--- src/rtl/credit_flowcontrol_if.sv ---
// Router-side handshake bundle for credit-based output flow control.
// The master drives selection, transfers and returned credits; the slave reports readiness, counts and errors.
interface credit_flowcontrol_if #(
  parameter int NUM_PORTS = 5,
  parameter int CNT_W     = 3
);
  logic [NUM_PORTS-1:0]       port_sel;
  logic [NUM_PORTS-1:0]       send_valid;
  logic [NUM_PORTS-1:0]       credit_in;
  logic [NUM_PORTS-1:0]       ready_out;
  logic [NUM_PORTS*CNT_W-1:0] credit_cnt;
  logic [NUM_PORTS-1:0]       err_underflow;
  logic [NUM_PORTS-1:0]       err_overflow;

  modport master (
    output port_sel, send_valid, credit_in,
    input  ready_out, credit_cnt, err_underflow, err_overflow
  );

  modport slave (
    input  port_sel, send_valid, credit_in,
    output ready_out, credit_cnt, err_underflow, err_overflow
  );
endinterface

--- src/rtl/credit_flowcontrol.sv ---
// Per-port credit counters between router input stage and downstream buffers, with sticky error flags.
// ready_out is combinational from port_sel and registered counts; counts update one edge after send/credit.
module credit_flowcontrol #(
  parameter int NUM_PORTS = 5,
  parameter int BUF_DEPTH = 4,
  parameter int CNT_W     = $clog2(BUF_DEPTH + 1)
) (
  input logic clk,
  input logic rst,
  credit_flowcontrol_if.slave fc
);
  localparam logic [CNT_W-1:0] FULL = CNT_W'(BUF_DEPTH);
  localparam logic [CNT_W-1:0] ONE  = CNT_W'(1);

  logic [CNT_W-1:0]     cnt [NUM_PORTS];
  logic [NUM_PORTS-1:0] uf_q;
  logic [NUM_PORTS-1:0] of_q;

  // A send and a credit in the same cycle cancel, even at empty or full.
  always_ff @(posedge clk or posedge rst) begin
    if (rst) begin
      for (int p = 0; p < NUM_PORTS; p++) cnt[p] <= FULL;
      uf_q <= '0;
      of_q <= '0;
    end else begin
      for (int p = 0; p < NUM_PORTS; p++) begin
        if (fc.send_valid[p] && !fc.credit_in[p]) begin
          if (cnt[p] == '0) uf_q[p] <= 1'b1;
          else              cnt[p]  <= cnt[p] - ONE;
        end else if (fc.credit_in[p] && !fc.send_valid[p]) begin
          if (cnt[p] == FULL) of_q[p] <= 1'b1;
          else                cnt[p]  <= cnt[p] + ONE;
        end
      end
    end
  end

  always_comb begin
    fc.ready_out  = '0;
    fc.credit_cnt = '0;
    for (int p = 0; p < NUM_PORTS; p++) begin
      fc.ready_out[p]                  = !rst && fc.port_sel[p] && (cnt[p] != '0);
      fc.credit_cnt[p*CNT_W +: CNT_W]  = cnt[p];
    end
  end

  assign fc.err_underflow = uf_q;
  assign fc.err_overflow  = of_q;
endmodule

--- src/flat_wrapper.sv ---
// flat-port wrapper written by rule: the top's interface ports become plain ports
module credit_flowcontrol_flat 
#(
  parameter int NUM_PORTS = 5,
  parameter int BUF_DEPTH = 4,
  parameter int CNT_W     = $clog2(BUF_DEPTH + 1)
)
  (clk, rst, fc_port_sel, fc_send_valid, fc_credit_in, fc_ready_out, fc_credit_cnt, fc_err_underflow, fc_err_overflow);
  credit_flowcontrol_if #(.NUM_PORTS(NUM_PORTS), .CNT_W(CNT_W)) fc_i ();
  input logic clk;
  input logic rst;
  input wire logic [$bits(fc_i.port_sel)-1:0] fc_port_sel;
  input wire logic [$bits(fc_i.send_valid)-1:0] fc_send_valid;
  input wire logic [$bits(fc_i.credit_in)-1:0] fc_credit_in;
  output wire logic [$bits(fc_i.ready_out)-1:0] fc_ready_out;
  output wire logic [$bits(fc_i.credit_cnt)-1:0] fc_credit_cnt;
  output wire logic [$bits(fc_i.err_underflow)-1:0] fc_err_underflow;
  output wire logic [$bits(fc_i.err_overflow)-1:0] fc_err_overflow;
  assign fc_i.port_sel = fc_port_sel;
  assign fc_i.send_valid = fc_send_valid;
  assign fc_i.credit_in = fc_credit_in;
  assign fc_ready_out = fc_i.ready_out;
  assign fc_credit_cnt = fc_i.credit_cnt;
  assign fc_err_underflow = fc_i.err_underflow;
  assign fc_err_overflow = fc_i.err_overflow;
  credit_flowcontrol #(.NUM_PORTS(NUM_PORTS), .BUF_DEPTH(BUF_DEPTH), .CNT_W(CNT_W)) u_core (.clk(clk), .rst(rst), .fc(fc_i));
endmodule
--- config.mk ---
export PLATFORM = sky130hd
export DESIGN_NAME = credit_flowcontrol_flat
export DESIGN_NICKNAME = d
export VERILOG_FILES = /design/src/rtl/credit_flowcontrol_if.sv /design/src/rtl/credit_flowcontrol.sv /design/src/flat_wrapper.sv
export SDC_FILE = /design/constraint.sdc
export NUM_CORES = 1
export LEC_CHECK = 0
export ABC_AREA = 1
export BUFFER_PORTS_ARGS = -buffer_cell sky130_fd_sc_hd__buf_2
export CORE_AREA = 2 2 58 60
export DETAILED_ROUTE_END_ITERATION = 10
export DIE_AREA = 0 0 60 62
export GPL_TIMING_DRIVEN = 0
export PLACE_DENSITY = 0.76
export SKIP_LAST_GASP = 1
export SYNTH_ARGS = -nofsm -noshare
export SYNTH_HDL_FRONTEND = slang
export SYNTH_SLANG_ARGS = --single-unit
--- constraint.sdc ---
create_clock -name clk -period 1.5 [get_ports clk]
set_input_delay 0.3 -clock clk [delete_from_list [all_inputs] [get_ports clk]]
set_output_delay 0.3 -clock clk [all_outputs]
set_load 0.02 [all_outputs]
; ---- After elaboration in Yosys (flattened, before gate mapping)
; Index checks and enable logic that the tools add are counted.
[totals]
reg_bits = 25
latch_bits = 0
ramBits = 0
romBits = 0
input_bits = 17
out_inout_bits = 30
mem_count = 0
[classes]
add_sub_neg = 10
n_mul = 0
div = 0
order_cmp = 0
eq_ne = 15
shift = 0
muxes = 20
bitwise_logic = 5
reduce_logical = 61
[ops]
columns = cell, count
row1 = 3-bit 2-to-1 mux, 20
row2 = 3-bit AND reduction, 10
row3 = 1-bit logical AND, 20
row4 = "3-bit by 1-bit adder with 3-bit output, second input constant", 5
row5 = "3-bit == test, second input constant", 5
row6 = 3-bit logical NOT, 5
row7 = 3-bit nonzero test, 5
row8 = "3-bit by 1-bit subtractor with 3-bit output, second input constant", 5
row9 = 1-bit logical NOT, 11
row10 = "2-bit by 1-bit inequality test with 1-bit output, second input constant", 5
row11 = "2-bit inequality test, second input constant", 5
row12 = 2-bit AND reduction, 5
row13 = 2-bit nonzero test, 5
row14 = 1-bit inverter, 5

; ---- Longest topological paths before layout
[depth]
ltp_word = 4
ltp_mapped = 12
ltp_nobuf = 12

; ---- Worst setup path after synthesis
; No wires, ideal clock.
[synth_path]
path_type = reg-to-reg
start = reg u_core.cnt, in the netlist u_core.fc.credit_cnt[3]
end = reg u_core.cnt, in the netlist u_core.fc.credit_cnt[5]
setup_ns = 0.060
t_arrival_ns = 1.401
slack_ns = 0.039
stages_incl_launch_ff = 9
n_path_buf = 0
period_less_slack_ns = 1.461
cell_sequence = dfrtp_1 -> inv_1 -> fa_1 -> nand3b_1 -> nand2_1 -> inv_1 -> nand2_1 -> nand2_1 -> nand2_1
[synth_via]
elab_chain_cells = 4
elab_cells_between_ends = 11
classes_between = 2 x add/sub / 3 x eq/ne / 4 x mux / 2 x reduce/logical
[synth_lines]
columns = element, line_no
row1 = start: declaration, credit_flowcontrol.sv:15  ; logic [CNT_W-1:0] cnt [NUM_PORTS];
row2 = start signal: indexed assignment, credit_flowcontrol.sv:29  ; else cnt[p] <= cnt[p] - ONE;
row3 = start signal: indexed assignment, credit_flowcontrol.sv:32  ; else cnt[p] <= cnt[p] + ONE;
row4 = 3-bit by 1-bit adder with 3-bit output, credit_flowcontrol.sv:32
row5 = 3-bit 2-to-1 mux, credit_flowcontrol.sv:31  ; if (cnt[p] == FULL) of_q[p] <= 1'b1;
row6 = 3-bit 2-to-1 mux, credit_flowcontrol.sv:30  ; end else if (fc.credit_in[p] && !fc.send_valid[p]) begin
row7 = 3-bit 2-to-1 mux, credit_flowcontrol.sv:27  ; if (fc.send_valid[p] && !fc.credit_in[p]) begin
; Several ways; a longest one is shown, not always the timed one. The select of a mux whose other input is x is not followed.
; A chain may end at the register's enable or synchronous reset.

; ---- Worst setup path after layout
[layout_path]
start = reg u_core.cnt, in the netlist u_core.fc.credit_cnt[2]
end = out fc_ready_out[0]
[layout_via]
elab_chain_cells = 2
[layout_lines]
columns = element, line_no
row1 = 3-bit nonzero test, credit_flowcontrol.sv:42  ; fc.ready_out[p] = !rst && fc.port_sel[p] && (cnt[p] != '0);
row2 = 1-bit logical AND, credit_flowcontrol.sv:42
row3 = end: declaration, flat_wrapper.sv:15  ; output wire logic [$bits(fc_i.ready_out)-1:0] fc_ready_out;
; Every way passes these cells.

==> impl_results.md <==
* Max-slew violations at 0
* EDFF count, synth at 0
* Slew headroom at 39.5%
* Setup_tns at -0.260 ns
* #FFs+latches synth at 25
* Post-synth top flop: dfrtp_1
* # port buffers at between 40 and 50
* Initial antenna violation count at 0
* Ports at 47
* Outcome: complete, but fails checks
* CTS buffer count at 3
* CTS tree: done
* Final hold violation count at 0
* Starting density of the core at 46.5%
* Syn Inst Count at 199
* Crit path cell chain: inv_2, nand2_2, nand2_1, nor2_1, buf_4
* Die Ht at 62 um
* CP required at approximately 1.2 ns
* Seq/Total Area, Yosys at 42.8%
* Root Driver: clkbuf_4
* Gp weighted congestion at 0.817
* DR vias at 1,345
* Fin nets at 282
* FP Rows at 21
* Setup WS pre-CTS at approximately 0.033 ns
* Die Width at around 60 um
* Post-route clock period utilization at 105%
* First-pass GRT wire length at 4630 um
* Critical path endpoint category: output pin
* Final setup vio count at 6
* Crit path DAT at 1.27 ns
* Synthesized area at roughly 1500 um^2
* P_leak at about 1.1 nW
* Routed Antenna Nets at 0
* Hold WC Path Type: primary input to flop
* Diode count at 0
* F_max at 637 MHz
* Syn Nets at about 220
* Overflow after GRT at 0
* Max cap viols at 0
* Area of the die at 3720 um^2
* Leading area contributor after synthesis: dfrtp_1
* Placeable Area at 3180 um^2
* Synth top area share at 33.9%
* Worst setup SP type: flop
* Post-DR wirelength/cell at 9.02 um
* Max incr delay on CP at about 0.57 ns
* Top cells by count, synth: nand2_1 (74), inv_1 (39), dfrtp_1 (20), nand3_1 (14), nor2_1 (10)
* Layout Utilization at 60.6%
* Clock Latency Late Sink at 0.30 ns
* Overall routing resource usage at around 16%
* Synth area leaders: dfrtp_1 (34%), nand2_1 (19%), inv_1 (9.9%), dfstp_2 (8.9%), fa_1 (5.4%)
* Crit path time final at 1.57 ns
* Maximum clock insertion buffer count at 2
* WHS at approximately 0.21 ns
* Syn Area/Cell at 7.43 um^2
* Detailed-routing iteration count for the pre-antenna-repair pass at 4
* Routed WL at 2750 um
* Count leader, synth: nand2_1
* Yosys warns at 0
* Total power at 3.94 mW
* CP max stage cell: dfstp_2
* Fin worst setup slack at -0.0702 ns
* Vias per inst at 4.41
* DRC marker count from the first detailed-route iteration at 40
* Clk_skew at 0.00541 ns
* Max IR drop VDD at 958 uV
* Area Growth Syn to Fin at 30.3%
* Clock sink total at 25
* Pwr Density at 2050 nW/um^2
* Share of cells above drive strength 1 at 37.5%
* Drt drc at 0
* Largest net degree at the start of global routing at 26
* Vias in the first global route at 1,138
* WS Path Type: flop to output pin
* Slew at the pin with the worst max-slew slack at 0.906 ns
* Critical path peak fanout at 2
* Hpwl dp at 2110 um
* CTS H-tree depth at 1
* Distinct cells, synth at 19
* Failing checks: setup timing
* CTS clk-pin slew, worst paths at between 0.1 and 0.15 ns
* RSZ-0062 raised after global routing: true
* Async S/R FF share, synth at 100%
## stage by stage
stage / instance area [um^2] / std cells
5_1_grt: 1930 / 305
4_1_cts: 1900 / 304
2_1_floorplan: 1480 / 199
3_5_place_dp: 1770 / 291
3_3_place_gp: 1770 / 291
6_report: 1930 / 305
## where the power goes
| part | leakage [nW] | switching (mW) | internal [mW] |
|---|---|---|---|
| Clock | 0.0150 | 0.179 | 0.103 |
| Sequential | 0.268 | 0.264 | 1.04 |
| Combinational | 0.802 | 1.41 | 0.951 |
## cell type report
| cell class | count | area (um^2) |
|---|---|---|
| clock buffer | 4 | 26.3 |
| fill | 300 | 1250 |
| inverter | 40 | 150 |
| multi-input combinational | 134 | 731 |
| sequential | 25 | 634 |
| tap | 46 | 57.6 |
| timing repair buffer | 56 | 327 |
## per-layer routing
| layer | GRT usage [%] | up-vias | wire length [um] | part of all wire (%) |
|---|---|---|---|---|
| met3 | 1.86 | 2 | 92 | 3.3 |
| met4 | 3.81 | 0 | 15 | 0.55 |
| met2 | 28.0 | 22 | 1320 | 48 |
| li1 | - | 723 | - | - |
| met5 | 0 | - | 0 | 0 |
| met1 | 21.9 | 598 | 1320 | 48 |
## path summary, 6_finish.rpt
path	startpoint	to	slack, ns	cells past startpoint
max	u_core.fc.credit_cnt[2]	fc_ready_out[0]	-0.07	5
min	fc_send_valid[2]	u_core.fc.err_overflow[2]	0.21	2
max reg2reg	u_core.fc.credit_cnt[3]	u_core.fc.credit_cnt[5]	0.04	8
min reg2reg	u_core.fc.err_overflow[4]	u_core.fc.err_overflow[4]	0.47	1
max in group asynchronous	rst	u_core.fc.credit_cnt[12]	0.64	2
min in group asynchronous	rst	u_core.fc.credit_cnt[1]	0.25	2
## worst max-delay path: cells and delay by family (launching register included)
family        cells  cell delay [ns]
simple gates      3             0.22
flops             1             0.57
buf+inv           2             0.19
## state kept, by name, summed over array words and instances, names as in the netlist
register,count
u_core.fc.credit_cnt,15
u_core.fc.err_underflow,5
u_core.fc.err_overflow,5
## kinds of logic after synthesis
kind of cell	synth area share (%)
adder cells (fa/ha/maj)	6.27
AND/OR/NAND/NOR	33.7
flip-flops	42.8
AO/OA/AOI/OAI	7.11
buffers and inverters	10.2
## layout by cell type, fill, tap and decap left out, types with 4 or more instances in the layout
cell type  netlist  final
a31o_2           4      4
dfrtp_1         20     18
o21bai_1         5      5
nand2_1         74     69
dfstp_2          5      5
nor2_1          10      9
nand3_1         14     13
nand2_2          9     13
inv_1           39     34
inv_2            1      6
fa_1             4      4
buf_4            0     16
buf_2            0     39
## timing repair
action / 4_1_cts / 5_1_grt
endpoints found under the hold margin: 0 / 0
hold buffers: 0 / 0
pin swaps: 3 / 4
buffers inserted: 9 / 1
resized for setup: 14 / 11
cloned: 0 / 0
setup endpoints to repair: 5 / 8
(Power assumes the default switching activity.)
